[config.mk]
export PLATFORM = sky130hd
export DESIGN_NAME = pipe_id_ex_flat
export DESIGN_NICKNAME = d
export VERILOG_FILES = /design/src/rtl/pipe_id_ex_if.sv /design/src/rtl/pipe_id_ex.sv /design/src/flat_wrapper.sv
export SDC_FILE = /design/constraint.sdc
export NUM_CORES = 1
export LEC_CHECK = 0
export BUFFER_PORTS_ARGS = -buffer_cell sky130_fd_sc_hd__buf_2
export CAP_MARGIN = 20
export CELL_PAD_IN_SITES_DETAIL_PLACEMENT = 1
export CELL_PAD_IN_SITES_GLOBAL_PLACEMENT = 1
export CORE_AREA = 2 2 158 160
export CTS_CLUSTER_SIZE = 25
export DETAILED_ROUTE_END_ITERATION = 16
export DIE_AREA = 0 0 160 162
export PLACE_DENSITY = 0.78
export SETUP_SLACK_MARGIN = 0.05
export SYNTH_ARGS = -nofsm -noshare
export SYNTH_HDL_FRONTEND = slang
export SYNTH_SLANG_ARGS = --single-unit
export TNS_END_PERCENT = 30
[constraint.sdc]
create_clock -name clk -period 4.59 [get_ports clk]
set_input_delay 0.6885 -clock clk [delete_from_list [all_inputs] [get_ports clk]]
set_output_delay 0.6885 -clock clk [all_outputs]
set_load 0.1 [all_outputs]
[src/rtl/pipe_id_ex_if.sv]
// Decode-to-execute bus: decode-stage fields (_d) in, registered execute-stage fields (_e) out.
interface pipe_id_ex_if #(
  parameter int XLEN  = 32,
  parameter int REG_W = 5,
  parameter int ALU_W = 3
);
  logic [XLEN-1:0]  rd1_d, rd2_d, pc_d, imm_ext_d, pc_plus_4_d;
  logic [REG_W-1:0] rs1_d, rs2_d, rd_d;
  logic             reg_write_d, mem_write_d, jump_d, branch_d, alu_src_d, valid_d;
  logic [1:0]       result_src_d;
  logic [ALU_W-1:0] alu_control_d;

  logic [XLEN-1:0]  rd1_e, rd2_e, pc_e, imm_ext_e, pc_plus_4_e;
  logic [REG_W-1:0] rs1_e, rs2_e, rd_e;
  logic             reg_write_e, mem_write_e, jump_e, branch_e, alu_src_e, valid_e;
  logic [1:0]       result_src_e;
  logic [ALU_W-1:0] alu_control_e;

  modport master (
    output rd1_d, rd2_d, pc_d, imm_ext_d, pc_plus_4_d, rs1_d, rs2_d, rd_d,
           reg_write_d, mem_write_d, jump_d, branch_d, alu_src_d, valid_d,
           result_src_d, alu_control_d,
    input  rd1_e, rd2_e, pc_e, imm_ext_e, pc_plus_4_e, rs1_e, rs2_e, rd_e,
           reg_write_e, mem_write_e, jump_e, branch_e, alu_src_e, valid_e,
           result_src_e, alu_control_e
  );

  modport slave (
    input  rd1_d, rd2_d, pc_d, imm_ext_d, pc_plus_4_d, rs1_d, rs2_d, rd_d,
           reg_write_d, mem_write_d, jump_d, branch_d, alu_src_d, valid_d,
           result_src_d, alu_control_d,
    output rd1_e, rd2_e, pc_e, imm_ext_e, pc_plus_4_e, rs1_e, rs2_e, rd_e,
           reg_write_e, mem_write_e, jump_e, branch_e, alu_src_e, valid_e,
           result_src_e, alu_control_e
  );
endinterface

[src/rtl/pipe_id_ex.sv]
// ID/EX pipeline register with stall hold, flush bubble, squashing of side-effecting
// controls for invalid instructions, and saturating bubble/stall performance counters.
module pipe_id_ex #(
  parameter int XLEN  = 32,
  parameter int REG_W = 5,
  parameter int ALU_W = 3,
  parameter int CNT_W = 16
) (
  input  logic             clk,
  input  logic             reset,
  input  logic             stall_e,
  input  logic             flush_e,
  pipe_id_ex_if.slave      bus,
  output logic [CNT_W-1:0] bubble_cnt,
  output logic [CNT_W-1:0] stall_cnt
);

  typedef struct packed {
    logic [XLEN-1:0]  rd1;
    logic [XLEN-1:0]  rd2;
    logic [XLEN-1:0]  pc;
    logic [XLEN-1:0]  imm_ext;
    logic [XLEN-1:0]  pc_plus_4;
    logic [REG_W-1:0] rs1;
    logic [REG_W-1:0] rs2;
    logic [REG_W-1:0] rd;
    logic             reg_write;
    logic             mem_write;
    logic             jump;
    logic             branch;
    logic             alu_src;
    logic [1:0]       result_src;
    logic [ALU_W-1:0] alu_control;
    logic             valid;
  } id_ex_t;

  id_ex_t           ex_r;
  logic [CNT_W-1:0] bubble_cnt_r;
  logic [CNT_W-1:0] stall_cnt_r;

  function automatic logic [CNT_W-1:0] sat_inc(input logic [CNT_W-1:0] v);
    return (v == {CNT_W{1'b1}}) ? v : v + {{(CNT_W-1){1'b0}}, 1'b1};
  endfunction

  // Pipeline register and counters; priority reset > flush > stall > load
  always_ff @(posedge clk) begin
    if (reset) begin
      ex_r         <= '0;
      bubble_cnt_r <= '0;
      stall_cnt_r  <= '0;
    end else if (flush_e) begin
      ex_r         <= '0;
      bubble_cnt_r <= sat_inc(bubble_cnt_r);
    end else if (stall_e) begin
      stall_cnt_r  <= sat_inc(stall_cnt_r);
    end else begin
      // Side-effecting controls are only carried by a valid instruction
      ex_r <= '{rd1:         bus.rd1_d,
                rd2:         bus.rd2_d,
                pc:          bus.pc_d,
                imm_ext:     bus.imm_ext_d,
                pc_plus_4:   bus.pc_plus_4_d,
                rs1:         bus.rs1_d,
                rs2:         bus.rs2_d,
                rd:          bus.rd_d,
                reg_write:   bus.reg_write_d & bus.valid_d,
                mem_write:   bus.mem_write_d & bus.valid_d,
                jump:        bus.jump_d      & bus.valid_d,
                branch:      bus.branch_d    & bus.valid_d,
                alu_src:     bus.alu_src_d,
                result_src:  bus.result_src_d,
                alu_control: bus.alu_control_d,
                valid:       bus.valid_d};
    end
  end

  assign bus.rd1_e         = ex_r.rd1;
  assign bus.rd2_e         = ex_r.rd2;
  assign bus.pc_e          = ex_r.pc;
  assign bus.imm_ext_e     = ex_r.imm_ext;
  assign bus.pc_plus_4_e   = ex_r.pc_plus_4;
  assign bus.rs1_e         = ex_r.rs1;
  assign bus.rs2_e         = ex_r.rs2;
  assign bus.rd_e          = ex_r.rd;
  assign bus.reg_write_e   = ex_r.reg_write;
  assign bus.mem_write_e   = ex_r.mem_write;
  assign bus.jump_e        = ex_r.jump;
  assign bus.branch_e      = ex_r.branch;
  assign bus.alu_src_e     = ex_r.alu_src;
  assign bus.result_src_e  = ex_r.result_src;
  assign bus.alu_control_e = ex_r.alu_control;
  assign bus.valid_e       = ex_r.valid;
  assign bubble_cnt        = bubble_cnt_r;
  assign stall_cnt         = stall_cnt_r;

endmodule

[src/flat_wrapper.sv]
// flat-port wrapper written by rule: the top's interface ports become plain ports
module pipe_id_ex_flat 
#(
  parameter int XLEN  = 32,
  parameter int REG_W = 5,
  parameter int ALU_W = 3,
  parameter int CNT_W = 16
)
  (clk, reset, stall_e, flush_e, bubble_cnt, stall_cnt, bus_rd1_d, bus_rd2_d, bus_pc_d, bus_imm_ext_d, bus_pc_plus_4_d, bus_rs1_d, bus_rs2_d, bus_rd_d, bus_reg_write_d, bus_mem_write_d, bus_jump_d, bus_branch_d, bus_alu_src_d, bus_valid_d, bus_result_src_d, bus_alu_control_d, bus_rd1_e, bus_rd2_e, bus_pc_e, bus_imm_ext_e, bus_pc_plus_4_e, bus_rs1_e, bus_rs2_e, bus_rd_e, bus_reg_write_e, bus_mem_write_e, bus_jump_e, bus_branch_e, bus_alu_src_e, bus_valid_e, bus_result_src_e, bus_alu_control_e);
  pipe_id_ex_if #(.XLEN(XLEN), .REG_W(REG_W), .ALU_W(ALU_W)) bus_i ();
  input  logic clk;
  input  logic reset;
  input  logic stall_e;
  input  logic flush_e;
  output logic [CNT_W-1:0] bubble_cnt;
  output logic [CNT_W-1:0] stall_cnt;
  input wire logic [$bits(bus_i.rd1_d)-1:0] bus_rd1_d;
  input wire logic [$bits(bus_i.rd2_d)-1:0] bus_rd2_d;
  input wire logic [$bits(bus_i.pc_d)-1:0] bus_pc_d;
  input wire logic [$bits(bus_i.imm_ext_d)-1:0] bus_imm_ext_d;
  input wire logic [$bits(bus_i.pc_plus_4_d)-1:0] bus_pc_plus_4_d;
  input wire logic [$bits(bus_i.rs1_d)-1:0] bus_rs1_d;
  input wire logic [$bits(bus_i.rs2_d)-1:0] bus_rs2_d;
  input wire logic [$bits(bus_i.rd_d)-1:0] bus_rd_d;
  input wire logic [$bits(bus_i.reg_write_d)-1:0] bus_reg_write_d;
  input wire logic [$bits(bus_i.mem_write_d)-1:0] bus_mem_write_d;
  input wire logic [$bits(bus_i.jump_d)-1:0] bus_jump_d;
  input wire logic [$bits(bus_i.branch_d)-1:0] bus_branch_d;
  input wire logic [$bits(bus_i.alu_src_d)-1:0] bus_alu_src_d;
  input wire logic [$bits(bus_i.valid_d)-1:0] bus_valid_d;
  input wire logic [$bits(bus_i.result_src_d)-1:0] bus_result_src_d;
  input wire logic [$bits(bus_i.alu_control_d)-1:0] bus_alu_control_d;
  output wire logic [$bits(bus_i.rd1_e)-1:0] bus_rd1_e;
  output wire logic [$bits(bus_i.rd2_e)-1:0] bus_rd2_e;
  output wire logic [$bits(bus_i.pc_e)-1:0] bus_pc_e;
  output wire logic [$bits(bus_i.imm_ext_e)-1:0] bus_imm_ext_e;
  output wire logic [$bits(bus_i.pc_plus_4_e)-1:0] bus_pc_plus_4_e;
  output wire logic [$bits(bus_i.rs1_e)-1:0] bus_rs1_e;
  output wire logic [$bits(bus_i.rs2_e)-1:0] bus_rs2_e;
  output wire logic [$bits(bus_i.rd_e)-1:0] bus_rd_e;
  output wire logic [$bits(bus_i.reg_write_e)-1:0] bus_reg_write_e;
  output wire logic [$bits(bus_i.mem_write_e)-1:0] bus_mem_write_e;
  output wire logic [$bits(bus_i.jump_e)-1:0] bus_jump_e;
  output wire logic [$bits(bus_i.branch_e)-1:0] bus_branch_e;
  output wire logic [$bits(bus_i.alu_src_e)-1:0] bus_alu_src_e;
  output wire logic [$bits(bus_i.valid_e)-1:0] bus_valid_e;
  output wire logic [$bits(bus_i.result_src_e)-1:0] bus_result_src_e;
  output wire logic [$bits(bus_i.alu_control_e)-1:0] bus_alu_control_e;
  assign bus_i.rd1_d = bus_rd1_d;
  assign bus_i.rd2_d = bus_rd2_d;
  assign bus_i.pc_d = bus_pc_d;
  assign bus_i.imm_ext_d = bus_imm_ext_d;
  assign bus_i.pc_plus_4_d = bus_pc_plus_4_d;
  assign bus_i.rs1_d = bus_rs1_d;
  assign bus_i.rs2_d = bus_rs2_d;
  assign bus_i.rd_d = bus_rd_d;
  assign bus_i.reg_write_d = bus_reg_write_d;
  assign bus_i.mem_write_d = bus_mem_write_d;
  assign bus_i.jump_d = bus_jump_d;
  assign bus_i.branch_d = bus_branch_d;
  assign bus_i.alu_src_d = bus_alu_src_d;
  assign bus_i.valid_d = bus_valid_d;
  assign bus_i.result_src_d = bus_result_src_d;
  assign bus_i.alu_control_d = bus_alu_control_d;
  assign bus_rd1_e = bus_i.rd1_e;
  assign bus_rd2_e = bus_i.rd2_e;
  assign bus_pc_e = bus_i.pc_e;
  assign bus_imm_ext_e = bus_i.imm_ext_e;
  assign bus_pc_plus_4_e = bus_i.pc_plus_4_e;
  assign bus_rs1_e = bus_i.rs1_e;
  assign bus_rs2_e = bus_i.rs2_e;
  assign bus_rd_e = bus_i.rd_e;
  assign bus_reg_write_e = bus_i.reg_write_e;
  assign bus_mem_write_e = bus_i.mem_write_e;
  assign bus_jump_e = bus_i.jump_e;
  assign bus_branch_e = bus_i.branch_e;
  assign bus_alu_src_e = bus_i.alu_src_e;
  assign bus_valid_e = bus_i.valid_e;
  assign bus_result_src_e = bus_i.result_src_e;
  assign bus_alu_control_e = bus_i.alu_control_e;
  pipe_id_ex #(.XLEN(XLEN), .REG_W(REG_W), .ALU_W(ALU_W), .CNT_W(CNT_W)) u_core (.clk(clk), .reset(reset), .stall_e(stall_e), .flush_e(flush_e), .bus(bus_i), .bubble_cnt(bubble_cnt), .stall_cnt(stall_cnt));
endmodule
==> key figures <==
Timing
  • Final-report setup violation count: 0
  • Setup TNS: 0 ns
  • Tcrit/Tclk final: 48.3%
  • Unrepaired setup endpoints after global routing: no
  • Layout Skew: 0.00428 ns
  • Worst Slack Setup Final: 2.37 ns
  • Tmin final: 2.22 ns
  • Final Hold Fails: 0
  • Fin. max-slew vios: 0
  • Hold Slack: 0.406 ns
  • Worst slew pin tran: 0.887 ns
  • Worst rel slew slack: 40.8%
  • F_max: 0.451 GHz

Pwr
  • Clock power share: 40.3%
  • Peak VDD IR: 0.226 mV
  • Switching Share: 29.9%
  • Int Pwr: 3.22 mW
  • Overall power: 4.59 mW
  • Pwr dens: 411 nW/um^2
  • Sequential power share: 43.1%
  • Logic pwr share: 16.6%
  • Leak: 5.67 nW
  • Switching Power: 1.37 mW

Floorplan
  • Core area: 24100 um^2
  • Chip Width: 160 um
  • Die height: 162 um
  • IO Pins: 408
  • Initial Util: 33.7%
  • Rows: 57
  • Die area: 25900 um^2

Drt
  • Via count: 7271
  • First-pass DRT Iterations: 4
  • WL final: 26.0 mm
  • Routed Antenna Nets: 0
  • Routed WL per cell: 17.0 um
  • Residual DRC: 0
  • Vias per cell: 4.76
  • Initial DRC Count: 279

Synthesis
  • Yosys reg bits: 218
  • Post-synth ARST share: 0%
  • Post-synth top flop: dfxtp_1
  • Synth Warn #: 0
  • Netlist cell types: 46
  • Syn Inst Count: 797
  • Register area share after synthesis: 53.7%
  • Post-Syn Area: 8130 um^2
  • Number of flops mapped to enable cells by yosys: 0
  • Syn_nets: 989
  • Synth Area per Inst: 10.2 um^2

Setup path
  • Crit Path Class: reg -> out
  • Crit path max-delay cell type: dfxtp_1
  • CP bufs+invs: 1
  • CP cell instances: buf_2
  • CP max stage delay: 0.51 ns
  • CP Data Arrival Time: 1.53 ns
  • Nature of the critical path startpoint: flop
  • R2R depth: 5
  • Worst R2R Start: u_core.stall_cnt[0]
  • Critical Path RT: 3.90 ns
  • R2r endpoint: u_core.stall_cnt[14]
  • R2R setup slack: 2.48 ns
  • CP endpoint kind: primary output
  • Crit path max fanout: 7
  • CP top delay family: flip-flops

Hold path
  • Worst hold path cell count: 3
  • HP Class: in -> reg
  • Critical hold path startpoint: bus_pc_plus_4_d[30]
  • Hold Path Sink: u_core.bus.pc_plus_4_e[30]

Global route
  • Grt total ovfl: 0
  • Number of global-route vias before repair: 7646
  • First-pass GRT wire length: 40.6 mm
  • Largest net degree at the start of global routing: 106
  • GRT Overall Usage: 19.2%
  • Initial antenna violation count: 3

Clock tree
  • CTS tree: built
  • Total CTS buffers: 25
  • Clock buffer depth: 3
  • Worst skew pair latency: 0.50 ns
  • H-tree depth: 1
  • Root Buffer Master: clkbuf_16
  • Clock Pin Slew Worst Setup and Hold Paths: 0.06 ns
  • Clock sinks: 218
  • Post-CTS setup buffer count: 0
  • Post-CTS sizing: 0
  • Post-cts hold buffer count: 0

Finish
  • # fillers: 2948
  • Fin area: 11200 um^2
  • Share of layout cells above drive strength 1: 38.6%
  • Synthesis-to-finish area growth: 37.6%
  • Layout Nets: 1379

Placed design
  • Final GP Congestion: 0.761
  • Post-DP Area: 10400 um^2
  • PortBufs: 407
  • Hpwl dp: 18.8 mm
  • Worst slack, placed: 1.87 ns

Job
  • Max_cap viols: 0

Status
  • Status: complete, no violations
## logic make-up (layout without fill, tap and decap cells)
| kind of cell | after synthesis | count (layout) | synth area share [%] |
|---|---|---|---|
| AND/OR/NAND/NOR | 282 | 282 | 15.8 |
| flip-flops | 218 | 218 | 53.7 |
| multiplexers | 188 | 188 | 23.2 |
| buffers and inverters | 53 | 458 | 2.96 |
| AO/OA/AOI/OAI | 52 | 52 | 3.82 |
| adder cells (fa/ha/maj) | 2 | 2 | 0.308 |
| XOR/XNOR | 2 | 2 | 0.216 |
| other | 0 | 3 | 0 |
## worst max path at each step
stage                        startpoint                        to  slack, ns  cells past startpoint
finish              u_core.stall_cnt[4]              stall_cnt[4]       2.37                      1
CTS                 u_core.stall_cnt[4]              stall_cnt[4]       2.36                      1
global route                      reset  u_core.bus.imm_ext_e[16]       2.26                      5
global placement                stall_e    u_core.bus.reg_write_e       1.91                      5
detailed placement                reset  u_core.bus.imm_ext_e[16]       1.87                      5
floorplan           u_core.stall_cnt[1]      u_core.stall_cnt[14]       1.93                      5
## sequential cells by signal, summed over array words and instances, names as in the netlist
signal,cells
u_core.bubble_cnt,16
u_core.bus.alu_control_e,3
u_core.bus.alu_src_e,1
u_core.bus.branch_e,1
u_core.bus.imm_ext_e,32
u_core.bus.jump_e,1
u_core.bus.mem_write_e,1
u_core.bus.pc_e,32
u_core.bus.pc_plus_4_e,32
u_core.bus.rd1_e,32
u_core.bus.rd2_e,32
u_core.bus.rd_e,5
u_core.bus.reg_write_e,1
u_core.bus.result_src_e,2
u_core.bus.rs1_e,5
u_core.bus.rs2_e,5
u_core.bus.valid_e,1
u_core.stall_cnt,16
## layout make-up
class	count	area [um^2]	area share [%]
inverter	3	11.3	0.101
sequential	218	4360	39.0
timing repair buffer	413	2110	18.9
antenna	3	7.51	0.0671
clock buffer	37	731	6.53
multi-input combinational	526	3530	31.5
clock inverter	5	27.5	0.246
tap	324	405	3.62
## cells in the mapped netlist (all sizes together), types with 8 or more instances
cell,instances,area (um^2)
a21oi,22,110
o21ai,13,65.1
nand2,12,45.0
clkbuf,21,78.8
nand4,8,50.1
mux2i,183,1830
buf,28,141
nand3,11,60.1
or3,13,82.6
dfxtp,218,4360
nor2,198,743
## power groups by stage
stage / Sequential, mW / Combinational, mW / Clock, mW
6_report: 1.98 / 0.763 / 1.85
5_1_grt: 1.99 / 0.800 / 1.99
4_1_cts: 1.98 / 0.769 / 1.91
3_5_place_dp: 2.02 / 0.765 / 0
3_3_place_gp: 2.02 / 0.755 / 0
2_1_floorplan: 2.42 / 0.185 / 0
## stage by stage
step | instances | util [%]
6_report | 1529 | 46.4
5_1_grt | 1528 | 46.4
4_1_cts | 1526 | 46.4
3_5_place_dp | 1484 | 43.2
3_3_place_gp | 1482 | 43.2
2_1_floorplan | 797 | -
## cells in the final DEF, fill, tap and decap left out, types with 3 or more instances in the layout
| cell | count |
|---|---|
| buf_2 | 407 |
| dfxtp_1 | 218 |
| nor2_1 | 198 |
| mux2i_1 | 183 |
| clkbuf_16 | 25 |
| a21oi_1 | 22 |
| o21ai_0 | 13 |
| or3_1 | 12 |
| nand2_1 | 12 |
| nand3_1 | 10 |
| nand4_1 | 8 |
| nor2b_1 | 7 |
| o31ai_1 | 6 |
| clkbuf_8 | 6 |
| clkbuf_1 | 6 |
| mux2_2 | 5 |
| and3_1 | 4 |
| nor4_1 | 4 |
| or4_1 | 4 |
| nor3_1 | 4 |
| a22oi_1 | 4 |
| clkinv_2 | 4 |
| diode_2 | 3 |
| o41ai_1 | 3 |
| inv_1 | 3 |
| buf_4 | 3 |
## layer usage
layer | up-vias | GRT usage, % | share of wire [%]
met3 | 55 | 4.83 | 6.4
met1 | 3441 | 21.1 | 38
met2 | 251 | 35.7 | 52
met4 | 0 | 7.21 | 3.5
li1 | 3524 | - | -
met5 | - | 0 | 0
(Power assumes the default switching activity.)
